--- config.mk ---
export PLATFORM = sky130hd
export DESIGN_NAME = hsid_x_band_unpacker
export DESIGN_NICKNAME = d
export VERILOG_FILES = /design/src/rtl/hsid_pkg.sv /design/src/rtl/hsid_x_sync_fifo.sv /design/src/rtl/hsid_x_band_unpacker.sv
export SDC_FILE = /design/constraint.sdc
export NUM_CORES = 1
export LEC_CHECK = 0
export CORE_MARGIN = 4
export CORE_UTILIZATION = 45
export DETAILED_ROUTE_END_ITERATION = 16
export GPL_ROUTABILITY_DRIVEN = 1
export PLACE_DENSITY_LB_ADDON = 0.05
export SYNTH_ARGS = -nofsm -noshare
export SYNTH_HDL_FRONTEND = slang
export SYNTH_SLANG_ARGS = --single-unit
--- constraint.sdc ---
create_clock -name clk -period 6.1 [get_ports clk]
set_clock_uncertainty 0.2 [all_clocks]
set_input_delay 0.915 -clock clk [delete_from_list [all_inputs] [get_ports clk]]
set_output_delay 0.915 -clock clk [all_outputs]
set_load 0.01 [all_outputs]
--- src/rtl/hsid_pkg.sv ---
// -----------------------------------------------------------------------------
// hsid_pkg
// Shared constants and types for the hyperspectral identification pipeline.
//   HSID_WORD_WIDTH  : width of one word delivered by the memory reader
//   HSID_BAND_WIDTH  : width of one spectral band sample
//   hsid_x_band_unpacker_state_t : control states of the band unpacker
// -----------------------------------------------------------------------------
package hsid_pkg;

    localparam int HSID_WORD_WIDTH = 32;
    localparam int HSID_BAND_WIDTH = 16;

    typedef enum logic [2:0] {
        HXBU_IDLE   = 3'd0,
        HXBU_INIT   = 3'd1,
        HXBU_STREAM = 3'd2,
        HXBU_DONE   = 3'd3,
        HXBU_CLEAR  = 3'd4
    } hsid_x_band_unpacker_state_t;

endpackage : hsid_pkg

--- src/rtl/hsid_x_sync_fifo.sv ---
// -----------------------------------------------------------------------------
// hsid_x_sync_fifo
// Single-clock first-word-fall-through FIFO. The head entry is visible on
// rd_data whenever empty is low; rd_en consumes it.
//   clk, rst  : clock and synchronous active-high reset
//   flush     : empties the FIFO at the next edge (dominates wr_en)
//   wr_en     : push wr_data; ignored when full unless a pop happens that cycle
//   rd_en     : pop the head entry; ignored when empty
//   rd_data   : head entry
//   empty/full: occupancy status
// -----------------------------------------------------------------------------
module hsid_x_sync_fifo #(
    parameter int WIDTH = 32,
    parameter int DEPTH = 4
) (
    input  logic             clk,
    input  logic             rst,
    input  logic             flush,
    input  logic             wr_en,
    input  logic [WIDTH-1:0] wr_data,
    input  logic             rd_en,
    output logic [WIDTH-1:0] rd_data,
    output logic             empty,
    output logic             full
);

    localparam int AW = $clog2(DEPTH);

    // Pointers carry one extra wrap bit so full and empty are distinguishable.
    logic [AW:0]      wr_ptr_q;
    logic [AW:0]      rd_ptr_q;
    logic [WIDTH-1:0] mem_q [DEPTH];
    logic             do_wr;
    logic             do_rd;

    assign empty   = (wr_ptr_q == rd_ptr_q);
    assign full    = (wr_ptr_q[AW] != rd_ptr_q[AW]) &&
                     (wr_ptr_q[AW-1:0] == rd_ptr_q[AW-1:0]);
    assign do_rd   = rd_en && !empty;
    // A same-cycle pop frees the slot, so a write into a full FIFO still lands.
    assign do_wr   = wr_en && (!full || do_rd);
    assign rd_data = mem_q[rd_ptr_q[AW-1:0]];

    // NOTE: sequential state is updated with non-blocking assignments only, so
    // every always_ff reads the pre-edge value of every register.
    always_ff @(posedge clk) begin
        if (rst || flush) begin
            wr_ptr_q <= '0;
            rd_ptr_q <= '0;
        end else begin
            if (do_wr) wr_ptr_q <= wr_ptr_q + (AW+1)'(1);
            if (do_rd) rd_ptr_q <= rd_ptr_q + (AW+1)'(1);
        end
    end

    // NOTE: the storage array has no reset; the pointers alone define which
    // entries are valid, and leaving it unreset lets it map onto plain RAM.
    always_ff @(posedge clk) begin
        if (do_wr && !flush) mem_q[wr_ptr_q[AW-1:0]] <= wr_data;
    end

endmodule : hsid_x_sync_fifo

--- src/rtl/hsid_x_band_unpacker.sv ---
// -----------------------------------------------------------------------------
// hsid_x_band_unpacker
// Buffers words from the memory reader, splits each word into band samples
// (LSB first) and emits them on a ready/valid stream with pixel boundaries
// marked by band_last. The reader cannot be stalled, so words that find the
// buffer full are dropped and flagged on the sticky overflow output.
//   clk, rst            : clock and synchronous active-high reset
//   start / clear       : run control (clear dominates start)
//   pixel_bands         : bands per pixel, latched in INIT (0 means all-ones)
//   num_pixels          : pixels per run, latched in INIT (0 means all-ones)
//   data_in_valid/_in   : word stream from the memory reader
//   band_valid/_ready   : output handshake
//   band_data/band_last : band sample and end-of-pixel marker
//   overflow            : sticky word-dropped flag, cleared in INIT
//   idle / ready / done : status (IDLE / STREAM / DONE)
// -----------------------------------------------------------------------------
module hsid_x_band_unpacker
    import hsid_pkg::*;
#(
    parameter int WORD_WIDTH      = HSID_WORD_WIDTH,
    parameter int BAND_WIDTH      = HSID_BAND_WIDTH,
    parameter int FIFO_DEPTH      = 4,
    parameter int BAND_CNT_WIDTH  = 8,
    parameter int PIXEL_CNT_WIDTH = 16
) (
    input  logic                       clk,
    input  logic                       rst,
    input  logic                       start,
    input  logic                       clear,
    input  logic [BAND_CNT_WIDTH-1:0]  pixel_bands,
    input  logic [PIXEL_CNT_WIDTH-1:0] num_pixels,
    input  logic                       data_in_valid,
    input  logic [WORD_WIDTH-1:0]      data_in,
    output logic                       band_valid,
    input  logic                       band_ready,
    output logic [BAND_WIDTH-1:0]      band_data,
    output logic                       band_last,
    output logic                       overflow,
    output logic                       idle,
    output logic                       ready,
    output logic                       done
);

    localparam int ELEMS  = WORD_WIDTH / BAND_WIDTH;
    localparam int ELEM_W = (ELEMS > 1) ? $clog2(ELEMS) : 1;
    localparam int PIX_W  = PIXEL_CNT_WIDTH + 1;

    hsid_x_band_unpacker_state_t state_q;

    logic                       idle_q;
    logic                       ready_q;
    logic                       done_q;
    logic                       overflow_q;
    logic [BAND_CNT_WIDTH-1:0]  bands_q;
    logic [PIXEL_CNT_WIDTH-1:0] pixels_q;
    logic [BAND_CNT_WIDTH-1:0]  band_cnt_q;
    logic [BAND_CNT_WIDTH-1:0]  band_cnt_d;
    logic [ELEM_W-1:0]          elem_q;
    logic [ELEM_W-1:0]          elem_d;
    logic [PIX_W-1:0]           pix_cnt_q;
    logic [PIX_W-1:0]           pix_cnt_d;

    logic                       fifo_flush;
    logic                       fifo_wr_en;
    logic                       fifo_rd_en;
    logic                       fifo_empty;
    logic                       fifo_full;
    logic [WORD_WIDTH-1:0]      fifo_rd_data;
    logic [ELEMS-1:0][BAND_WIDTH-1:0] head_elems;

    logic streaming;
    logic word_in;
    logic hs;
    logic elem_last;
    logic final_hs;
    logic ovf_event;

    // ---------------------------------------------------------------- datapath
    assign streaming  = (state_q == HXBU_STREAM);
    assign head_elems = fifo_rd_data;

    assign band_valid = streaming && !fifo_empty;
    assign band_last  = band_valid && (band_cnt_q == bands_q - BAND_CNT_WIDTH'(1));
    // Zeroed when idle so stale buffer contents never reach the consumer.
    assign band_data  = band_valid ? head_elems[elem_q] : '0;

    assign hs         = band_valid && band_ready;
    assign elem_last  = (elem_q == ELEM_W'(ELEMS - 1));
    assign final_hs   = hs && band_last && (pix_cnt_q + PIX_W'(1) == {1'b0, pixels_q});

    // Pixels are word aligned: the pixel's last band retires its word even if
    // upper elements remain unused.
    assign fifo_rd_en = hs && (elem_last || band_last);
    assign word_in    = streaming && data_in_valid;
    assign fifo_wr_en = word_in && (!fifo_full || fifo_rd_en);
    assign ovf_event  = word_in && fifo_full && !fifo_rd_en;
    // Leftover words after the final pixel are discarded on the way into DONE.
    assign fifo_flush = (state_q == HXBU_CLEAR) || final_hs;

    assign overflow   = overflow_q;
    assign idle       = idle_q;
    assign ready      = ready_q;
    assign done       = done_q;

    // NOTE: every signal written here gets a default first, so no path leaves
    // a value unassigned and no latch is inferred.
    always_comb begin
        band_cnt_d = band_cnt_q;
        elem_d     = elem_q;
        pix_cnt_d  = pix_cnt_q;
        if (hs) begin
            if (band_last) begin
                band_cnt_d = '0;
                elem_d     = '0;
                pix_cnt_d  = pix_cnt_q + PIX_W'(1);
            end else begin
                band_cnt_d = band_cnt_q + BAND_CNT_WIDTH'(1);
                elem_d     = elem_last ? '0 : elem_q + ELEM_W'(1);
            end
        end
    end

    // ------------------------------------------------------------ control FSM
    always_ff @(posedge clk) begin
        if (rst) begin
            state_q    <= HXBU_IDLE;
            idle_q     <= 1'b1;
            ready_q    <= 1'b0;
            done_q     <= 1'b0;
            overflow_q <= 1'b0;
            bands_q    <= '0;
            pixels_q   <= '0;
            band_cnt_q <= '0;
            elem_q     <= '0;
            pix_cnt_q  <= '0;
        end else begin
            case (state_q)
                HXBU_IDLE: begin
                    if (start && !clear) begin
                        state_q <= HXBU_INIT;
                        idle_q  <= 1'b0;
                    end
                end
                HXBU_INIT: begin
                    if (clear) begin
                        state_q    <= HXBU_CLEAR;
                        overflow_q <= 1'b0;
                    end else begin
                        bands_q    <= (pixel_bands == '0) ? '1 : pixel_bands;
                        pixels_q   <= (num_pixels == '0) ? '1 : num_pixels;
                        band_cnt_q <= '0;
                        elem_q     <= '0;
                        pix_cnt_q  <= '0;
                        overflow_q <= 1'b0;
                        state_q    <= HXBU_STREAM;
                        ready_q    <= 1'b1;
                    end
                end
                HXBU_STREAM: begin
                    if (clear) begin
                        state_q    <= HXBU_CLEAR;
                        ready_q    <= 1'b0;
                        overflow_q <= 1'b0;
                    end else begin
                        band_cnt_q <= band_cnt_d;
                        elem_q     <= elem_d;
                        pix_cnt_q  <= pix_cnt_d;
                        if (ovf_event) overflow_q <= 1'b1;
                        if (final_hs) begin
                            state_q <= HXBU_DONE;
                            ready_q <= 1'b0;
                            done_q  <= 1'b1;
                        end
                    end
                end
                HXBU_DONE: begin
                    if (clear) begin
                        state_q    <= HXBU_CLEAR;
                        done_q     <= 1'b0;
                        overflow_q <= 1'b0;
                    end else if (start) begin
                        state_q <= HXBU_INIT;
                        done_q  <= 1'b0;
                    end
                end
                HXBU_CLEAR: begin
                    state_q    <= HXBU_IDLE;
                    idle_q     <= 1'b1;
                    overflow_q <= 1'b0;
                    bands_q    <= '0;
                    pixels_q   <= '0;
                    band_cnt_q <= '0;
                    elem_q     <= '0;
                    pix_cnt_q  <= '0;
                end
                default: begin
                    state_q <= HXBU_IDLE;
                    idle_q  <= 1'b1;
                    ready_q <= 1'b0;
                    done_q  <= 1'b0;
                end
            endcase
        end
    end

    // ------------------------------------------------------------ word buffer
    hsid_x_sync_fifo #(
        .WIDTH (WORD_WIDTH),
        .DEPTH (FIFO_DEPTH)
    ) u_fifo (
        .clk     (clk),
        .rst     (rst),
        .flush   (fifo_flush),
        .wr_en   (fifo_wr_en),
        .wr_data (data_in),
        .rd_en   (fifo_rd_en),
        .rd_data (fifo_rd_data),
        .empty   (fifo_empty),
        .full    (fifo_full)
    );

endmodule : hsid_x_band_unpacker

==> flow_summary.json, run 1 <==
{
  "p_per_area_nw_per_um2": 259,
  "hold_start": "overflow",
  "syn_inst": 694,
  "grt-ovfl-total": 0,
  "wl_mm": 19.0,
  "antenna_cells": 0,
  "worst_slew_pin_slew_ns": 1.11,
  "die_area_um2": 21400,
  "ys_ff_latch": 193,
  "drt_pass1_iterations": 5,
  "area_growth_pct": 19.5,
  "fp.dieW_um": 146,
  "port_buffers": 83,
  "rows": 50,
  "synth_ff_type": "edfxtp_1",
  "cts_setup_buffers": 0,
  "die_h_um": 146,
  "hold_violations": 0,
  "reg2reg_from": "state_q[1]",
  "final_common_cell": "edfxtp_1",
  "power.total_mw": 2.66,
  "power.leakage_nw": 3.28,
  "grt_antenna_before_repair": 0,
  "final_area_um2": 10300,
  "critical_path.cell_chain": "or3b_4 > a31o_1 > nor4_4 > nand3_2 > nor2_1 > clkdlybuf4s50_1",
  "vias": 5776,
  "grt_first_pass_wirelength_mm": 30.8,
  "path_class": "reg -> out",
  "placeableCoreArea_um2": 18800,
  "cts-root-buf": "clkbuf_16",
  "hold_path_class": "reg -> reg",
  "ys_seq_area_frac": 0.597,
  "track_usage": 0.182,
  "initial_core_util": 0.460,
  "cts_inserted_buffers": 17,
  "rrSetupSlack_ns": 1.97,
  "htreeDepth": 4,
  "final_cell_mix": "edfxtp_1 (128), nor2_1 (83), clkdlybuf4s50_1 (83), dfxtp_1 (64), a21oi_1 (43)",
  "worst_setup_hold_path_clk_slew_ns": 0.07,
  "reg2reg_depth": 8,
  "cap_viol_max_count": 0,
  "globalplace.congestion": 0.867,
  "timing.final.crit_share": 0.756,
  "mappedNetlistArea_um2": 8620,
  "synth-edff-count": 128,
  "syn_nets": 764,
  "async_flop_share": 0,
  "synth_cell_types": 63,
  "crit_path_start_kind": "register",
  "slew_violations": 0,
  "grt_pass1_vias": 5840,
  "viasPerCell": 5.69,
  "place_area_um2": 9690,
  "max_freq_mhz": 217,
  "drt_iter0_drc": 320,
  "drive_gt1_frac": 0.110,
  "setup_violations": 0,
  "outcome": "complete, no violations",
  "r2r_end": "u_fifo.mem_q[0][0]",
  "grt_start_max_net_pins": 33,
  "endpoint_kind": "primary output",
  "cpPeakStageDelay_ns": 0.61,
  "period_minus_slack_ns": 4.61,
  "crit_fanout": 20,
  "slowest_stage": "clkdlybuf4s50_1",
  "nNetsFinal": 838,
  "syn_avg_cell_area_um2": 12.4,
  "hpwlAfterDp_mm": 12.5,
  "min_path_cells": 2,
  "ctsHoldBuffers": 0,
  "cp.required_ns": 4.98,
  "holdWs_ns": 0.254,
  "cts_tree": "done",
  "tns_ns": 0,
  "wire_per_inst_um": 18.7,
  "drcViolationCount": 0,
  "worstSkewPairLatency_ns": 0.43,
  "io_pins": 84,
  "ys_warn_count": 0,
  "clock_sinks": 193,
  "worstPathArrival_ns": 3.49,
  "max_slew_margin": 0.257,
  "hold_end": "overflow",
  "cts.repair.resized": 0,
  "num-fill-cells": 1543,
  "max-vdd-ir-drop_uv": 193,
  "rsz0062_at_grt": "no",
  "antenna_left": 0,
  "cts_max_path_buffers": 2
}
worst max path at each step:
stage / cells past startpoint / end / slack [ns] / start
floorplan: 9 / u_fifo.mem_q[0][0] / 1.19 / pix_cnt_q[2]
global placement: 6 / band_last / 2.00 / state_q[1]
detailed placement: 6 / band_last / 1.93 / state_q[1]
CTS: 6 / band_last / 1.46 / state_q[1]
global route: 6 / band_last / 1.28 / state_q[1]
finish: 6 / band_last / 1.49 / state_q[1]
cell type report:
class | instances | area [um2] | share of cell area
flip-flops and latches | 193 | 5150 | 0.499
multi-input cells | 447 | 3280 | 0.319
repair buffers | 92 | 898 | 0.0872
clock buffers | 17 | 425 | 0.0413
well taps | 234 | 293 | 0.0284
clock inverters | 15 | 193 | 0.0187
inverters | 17 | 63.8 | 0.00619
routing by layer:
layer	wire length, um	track usage
met5	0	0
met4	261	0.0527
met3	698	0.0407
met2	9560	0.313
met1	8460	0.231
per-stage QoR:
stage,util,worst slack (ns),cells
2_1_floorplan,-,1.19,694
3_3_place_gp,0.516,2.00,983
3_5_place_dp,0.516,1.93,983
4_1_cts,0.549,1.46,1015
5_1_grt,0.549,1.28,1015
6_report,0.549,1.49,1015
power breakdown:
part / switching (mW) / internal [mW]
Sequential: 0.0103 / 1.40
Combinational: 0.0636 / 0.0638
Clock: 0.560 / 0.566
Total: 0.634 / 2.03
synth_stat cells (2+ instances only):
| cell | number | area [um2] |
|---|---|---|
| a21oi_1 | 43 | 215 |
| a31oi_1 | 6 | 37.5 |
| o21a_1 | 2 | 15.0 |
| nor4_1 | 10 | 62.6 |
| nor2_1 | 84 | 315 |
| edfxtp_1 | 128 | 3840 |
| inv_1 | 17 | 63.8 |
| buf_2 | 3 | 15.0 |
| a311o_1 | 2 | 20.0 |
| nand3b_1 | 2 | 15.0 |
| o211ai_1 | 3 | 22.5 |
| nand3_1 | 13 | 65.1 |
| a22oi_1 | 2 | 15.0 |
| o21ai_0 | 28 | 140 |
| nand4_1 | 9 | 56.3 |
| or4_1 | 3 | 22.5 |
| nand2_1 | 29 | 109 |
| ha_1 | 8 | 100 |
| mux4_2 | 32 | 721 |
| dfxtp_1 | 65 | 1300 |
| a21boi_0 | 2 | 15.0 |
| mux2i_1 | 20 | 200 |
| a211oi_1 | 5 | 37.5 |
| nor4_4 | 2 | 42.5 |
| o221ai_1 | 2 | 17.5 |
| clkbuf_1 | 27 | 101 |
| nor3_1 | 38 | 190 |
| xnor2_1 | 25 | 219 |
| xor2_1 | 15 | 131 |
| and3_1 | 7 | 43.8 |
| nor3b_1 | 2 | 15.0 |
| o31ai_1 | 7 | 52.6 |
| or3_1 | 11 | 68.8 |
| buf_1 | 5 | 18.8 |
| a22o_1 | 2 | 17.5 |
| nor2b_1 | 5 | 31.3 |
| nand2b_1 | 4 | 25.0 |
critical path: cells and delay by family (launching register included):
| family | cells | cell delay [ns] |
|---|---|---|
| AND/OR/NAND/NOR | 4 | 1.36 |
| buffers and inverters | 1 | 0.61 |
| flip-flops | 1 | 0.55 |
| AO/OA/AOI/OAI | 1 | 0.55 |
flip-flops by register name, summed over array words and instances, names as in the netlist, named ones only:
| signal | flops |
|---|---|
| pix_cnt_q | 17 |
| u_fifo.rd_ptr_q | 3 |
| idle | 1 |
| u_fifo.mem_q | 128 |
| overflow | 1 |
| state_q | 3 |
| pixels_q | 16 |
| elem_last | 1 |
| done | 1 |
| ready | 1 |
| bands_q | 8 |
| band_cnt_q | 8 |
| u_fifo.wr_ptr_q | 3 |
cell families (layout without fill, tap and decap cells):
logic type,after synthesis,count (layout),synth area share
xor+xnor,40,40,0.0406
fa+ha+maj,8,8,0.0116
flops,193,193,0.597
mux,53,53,0.108
compound gates,118,118,0.0853
simple gates,228,228,0.133
buf+inv,54,141,0.0252
No activity file was read; power rests on OpenSTA's default activity.
==> run 2, diff against run 1 <==
==> constraint.sdc (replaced) <==
create_clock -name clk -period 4.45 [get_ports clk]
set_clock_uncertainty 0.2 [all_clocks]
set_input_delay 0.6675 -clock clk [delete_from_list [all_inputs] [get_ports clk]]
set_output_delay 0.6675 -clock clk [all_outputs]
set_load 0.01 [all_outputs]
==> run 2 against run 1 <==
Hold slack gained 0.0072 ns; die area is the same; via count grew 0.57%; first-iteration DRC count shrank 8.8%; count of clock-buffer cells in the layout is the same; critical path depth is the same; non-clock buffer count grew 6; utilization grew 0.29 points; global-route usage shrank 0.062 points; worst setup slack lost 1.1 ns; sequential share of layout area shrank 0.27 points; clock power grew 38%; critical endpoint unchanged.
==> flow_summary.json, run 2 (same netlist as run 1, synthesis figures left out) <==
{
  "power.leakage_nw": 3.32,
  "hpwlAfterDp_mm": 12.9,
  "cts_tree": "done",
  "worstPathArrival_ns": 3.20,
  "die_h_um": 146,
  "grt_start_max_net_pins": 37,
  "p_per_area_nw_per_um2": 354,
  "final_common_cell": "edfxtp_1",
  "viasPerCell": 5.69,
  "grt-ovfl-total": 0,
  "period_minus_slack_ns": 4.07,
  "drcViolationCount": 0,
  "fp.dieW_um": 146,
  "setup_violations": 0,
  "path_class": "reg -> out",
  "htreeDepth": 4,
  "hold_violations": 0,
  "rsz0062_at_grt": "no",
  "outcome": "complete, no violations",
  "power.total_mw": 3.67,
  "drt_iter0_drc": 292,
  "placeableCoreArea_um2": 18800,
  "worst_setup_hold_path_clk_slew_ns": 0.07,
  "area_growth_pct": 20.1,
  "largest_reg_flops": 128,
  "die_area_um2": 21400,
  "place_area_um2": 9740,
  "initial_core_util": 0.460,
  "antenna_cells": 0,
  "clock_sinks": 193,
  "rows": 50,
  "num-fill-cells": 1577,
  "max-vdd-ir-drop_uv": 320,
  "drive_gt1_frac": 0.117,
  "drt_pass1_iterations": 5,
  "cts_max_path_buffers": 2,
  "grt_antenna_before_repair": 0,
  "cts-root-buf": "clkbuf_16",
  "cts_setup_buffers": 0,
  "worst_slew_pin_slew_ns": 0.864,
  "track_usage": 0.181,
  "grt_pass1_vias": 5954,
  "ctsHoldBuffers": 0,
  "hold_path_class": "reg -> reg",
  "slew_violations": 0,
  "wl_mm": 19.3,
  "cts.repair.resized": 0,
  "globalplace.congestion": 0.875,
  "cp.required_ns": 3.58,
  "cap_viol_max_count": 0,
  "max_slew_margin": 0.423,
  "worstSkewPairLatency_ns": 0.43,
  "final_cell_mix": "edfxtp_1 (128), nor2_1 (83), clkdlybuf4s50_1 (83), dfxtp_1 (64), a21oi_1 (43)",
  "wire_per_inst_um": 18.9,
  "endpoint_kind": "primary output",
  "max_freq_mhz": 246,
  "nNetsFinal": 844,
  "port_buffers": 83,
  "antenna_left": 0,
  "timing.final.crit_share": 0.914,
  "grt_first_pass_wirelength_mm": 31.0,
  "final_area_um2": 10400,
  "vias": 5809,
  "cts_inserted_buffers": 17,
  "crit_path_start_kind": "register",
  "io_pins": 84,
  "crit_fanout": 13
}
[run 2: changes by cell type in the layout (fill, tap and decap cells not counted), sizes merged]
cell      change
clkinvlp      -1
inv           +1
buf           +6
[run 2: power by group]
| group | internal [mW] | switching (mW) | leakage, nW |
|---|---|---|---|
| registers | 1.92 | 0.0144 | 1.68 |
| logic | 0.0894 | 0.0879 | 1.34 |
| clock network | 0.779 | 0.782 | 0.301 |
| total | 2.79 | 0.884 | 3.32 |
[run 2: final cells by class]
| type | count | area [um2] | area share |
|---|---|---|---|
| clock buffer | 17 | 425 | 0.0411 |
| clock inverter | 15 | 190 | 0.0184 |
| inverter | 17 | 63.8 | 0.00616 |
| timing repair buffer | 98 | 956 | 0.0923 |
| multi-input combinational | 447 | 3280 | 0.317 |
| tap | 234 | 293 | 0.0283 |
| sequential | 193 | 5150 | 0.497 |
[run 2: worst max-delay path: stages, from the launching register on]
cell             delay [ns]
dfxtp_1                0.56
or3b_4                 0.47
a31o_1                 0.27
nor4_4                 0.32
nand3_2                0.15
nor2_1                 0.38
clkdlybuf4s50_1        0.62
[run 2: path summary, 6_finish.rpt]
check                           startpoint                  end  slack [ns]  cells after the start
worst max register to register  state_q[1]  u_fifo.mem_q[0][17]        0.65                      8
worst min-delay path                  idle                 idle        0.26                      1
worst max-delay path            state_q[1]            band_last        0.38                      6
worst min register to register        idle                 idle        0.26                      1
[run 2: through the flow]
stage	setup WS [ns]	TNS, ns	hold WS [ns]	util	std cells
6_report	0.382	0	0.261	0.552	1021
5_1_grt	0.229	0	0.297	0.552	1021
4_1_cts	0.372	0	0.267	0.552	1021
3_5_place_dp	0.668	0	0.251	0.519	989
3_3_place_gp	0.712	0	0.249	0.519	989
2_1_floorplan	-0.456	-43.77	0.246	-	694
[run 2: metal layers]
metal	vias to the layer above	part of all wire	GRT usage
met4	0	0.016	0.0503
met2	140	0.51	0.320
met5	-	0	0
li1	2773	-	-
met1	2875	0.43	0.224
met3	21	0.041	0.0413
==> run 3, diff against run 2 <==
--- a/config.mk
+++ b/config.mk
@@ -5,7 +5,6 @@
 export SDC_FILE = /design/constraint.sdc
 export NUM_CORES = 1
 export LEC_CHECK = 0
-export CORE_MARGIN = 4
 export CORE_UTILIZATION = 45
 export DETAILED_ROUTE_END_ITERATION = 16
 export GPL_ROUTABILITY_DRIVEN = 1
==> run 3 against run 2 <==
Die area decreased by 8.0%; cell count unchanged; global-route usage increased by 1.9 points; worst setup slack improved by 0.11 ns; sequential share of layout area increased by 0.10 points; utilization decreased by 0.11 points; first-iteration DRC count increased by 19%.
==> flow_summary.json, run 3 (same netlist as run 1, synthesis figures left out) <==
{
  "outcome": "complete, no violations",
  "crit_fanout": 13,
  "max_freq_mhz": 253,
  "critPathLaunch": "state_q[1]",
  "slew_violations": 0,
  "viasPerCell": 5.62,
  "largest_reg_flops": 128,
  "final_area_um2": 10300,
  "setup_violations": 0,
  "holdWs_ns": 0.259,
  "rsz0062_at_grt": "no",
  "power.leakage_nw": 3.31,
  "final_cell_mix": "edfxtp_1 (128), nor2_1 (83), clkdlybuf4s50_1 (83), dfxtp_1 (64), a21oi_1 (43)",
  "fp.dieW_um": 140,
  "grt_pass1_vias": 5703,
  "period_minus_slack_ns": 3.96,
  "p_per_area_nw_per_um2": 351,
  "ctsHoldBuffers": 0,
  "cts_max_path_buffers": 2,
  "r2r_end": "u_fifo.mem_q[0][30]",
  "drive_gt1_frac": 0.116,
  "port_buffers": 83,
  "drt_iter0_drc": 348,
  "track_usage": 0.200,
  "vias": 5742,
  "cts_setup_buffers": 0,
  "worstPathArrival_ns": 3.09,
  "endpoint_kind": "primary output",
  "die_area_um2": 19700,
  "grt_first_pass_wirelength_mm": 30.4,
  "cts_tree": "done",
  "max-vdd-ir-drop_uv": 225,
  "wl_mm": 18.7,
  "wire_per_inst_um": 18.3,
  "cts_inserted_buffers": 17,
  "grt_start_max_net_pins": 38,
  "reg2reg_from": "state_q[1]",
  "antenna_cells": 0,
  "antenna_left": 0,
  "drcViolationCount": 0,
  "reg2reg_depth": 10,
  "grt-ovfl-total": 0,
  "timing.final.crit_share": 0.890,
  "area_growth_pct": 19.9,
  "grt_antenna_before_repair": 0,
  "die_h_um": 140,
  "worstSkewPairLatency_ns": 0.42,
  "worst_slew_pin_slew_ns": 0.835,
  "htreeDepth": 4,
  "path_class": "reg -> out",
  "rows": 50,
  "worst_setup_hold_path_clk_slew_ns": 0.07,
  "cts-root-buf": "clkbuf_16",
  "hpwlAfterDp_mm": 12.5,
  "cap_viol_max_count": 0,
  "hold_path_class": "reg -> reg",
  "cts.repair.resized": 0,
  "crit_end": "band_last",
  "drt_pass1_iterations": 5,
  "max_slew_margin": 0.440,
  "initial_core_util": 0.460,
  "final_common_cell": "edfxtp_1",
  "place_area_um2": 9730,
  "rrSetupSlack_ns": 0.62,
  "nNetsFinal": 844,
  "placeableCoreArea_um2": 18800,
  "cp.required_ns": 3.58,
  "clock_sinks": 193,
  "hold_violations": 0,
  "io_pins": 84,
  "globalplace.congestion": 0.882,
  "crit_path_start_kind": "register"
}
[run 3: cell count changes in the layout (fill, tap and decap cells not counted), moves of 3 or more]
cell / before / now
clkinv_8: 3 / 6
inv_12: 4 / 1
inv_6: 2 / 5
inv_8: 4 / 1
[run 3: metrics by stage]
stage / std cells / setup slack, ns / total power [mW] / util / TNS (ns)
after detailed placement: 989 / 0.633 / 2.15 / 0.518 / 0
after CTS: 1021 / 0.458 / 3.67 / 0.551 / 0
after floorplan: 694 / -0.456 / 2.05 / - / -43.77
final: 1021 / 0.491 / 3.63 / 0.551 / 0
after global placement: 989 / 0.686 / 2.15 / 0.518 / 0
after global routing: 1021 / 0.332 / 3.75 / 0.551 / 0
[run 3: critical path: stages, from the launching register on]
cell	delay, ns
dfxtp_1	0.56
or3b_4	0.46
a31o_1	0.24
nor4_4	0.31
nand3_2	0.15
nor2_1	0.33
clkdlybuf4s50_1	0.62
[run 3: where the power goes]
| group | total (mW) | internal, mW | switching [mW] |
|---|---|---|---|
| Clock | 1.52 | 0.766 | 0.752 |
| Sequential | 1.93 | 1.92 | 0.0144 |
| Combinational | 0.175 | 0.0885 | 0.0864 |
| Total | 3.63 | 2.77 | 0.853 |
[run 3: worst min path at each step]
| stage | startpoint | to | slack, ns | depth (start not counted) |
|---|---|---|---|---|
| floorplan | pix_cnt_q[16] | pix_cnt_q[16] | 0.25 | 2 |
| finish | overflow | overflow | 0.26 | 2 |
| global placement | idle | idle | 0.25 | 1 |
| global route | overflow | overflow | 0.29 | 2 |
| detailed placement | overflow | overflow | 0.25 | 2 |
| CTS | overflow | overflow | 0.26 | 2 |
[run 3: final cells by class]
cell class,count,area (um2)
clock inverters,14,178
clock buffers,18,429
fillers,1576,8430
flip-flops and latches,193,5150
multi-input cells,447,3280
well taps,234,293
inverters,17,63.8
repair buffers,98,943
[run 3: per-layer routing]
| metal | global-route usage | part of all wire | vias to the layer above |
|---|---|---|---|
| li1 | - | - | 2776 |
| met1 | 0.259 | 0.44 | 2812 |
| met2 | 0.341 | 0.51 | 132 |
| met3 | 0.0332 | 0.035 | 22 |
| met4 | 0.0688 | 0.016 | 0 |
| met5 | 0 | 0 | - |
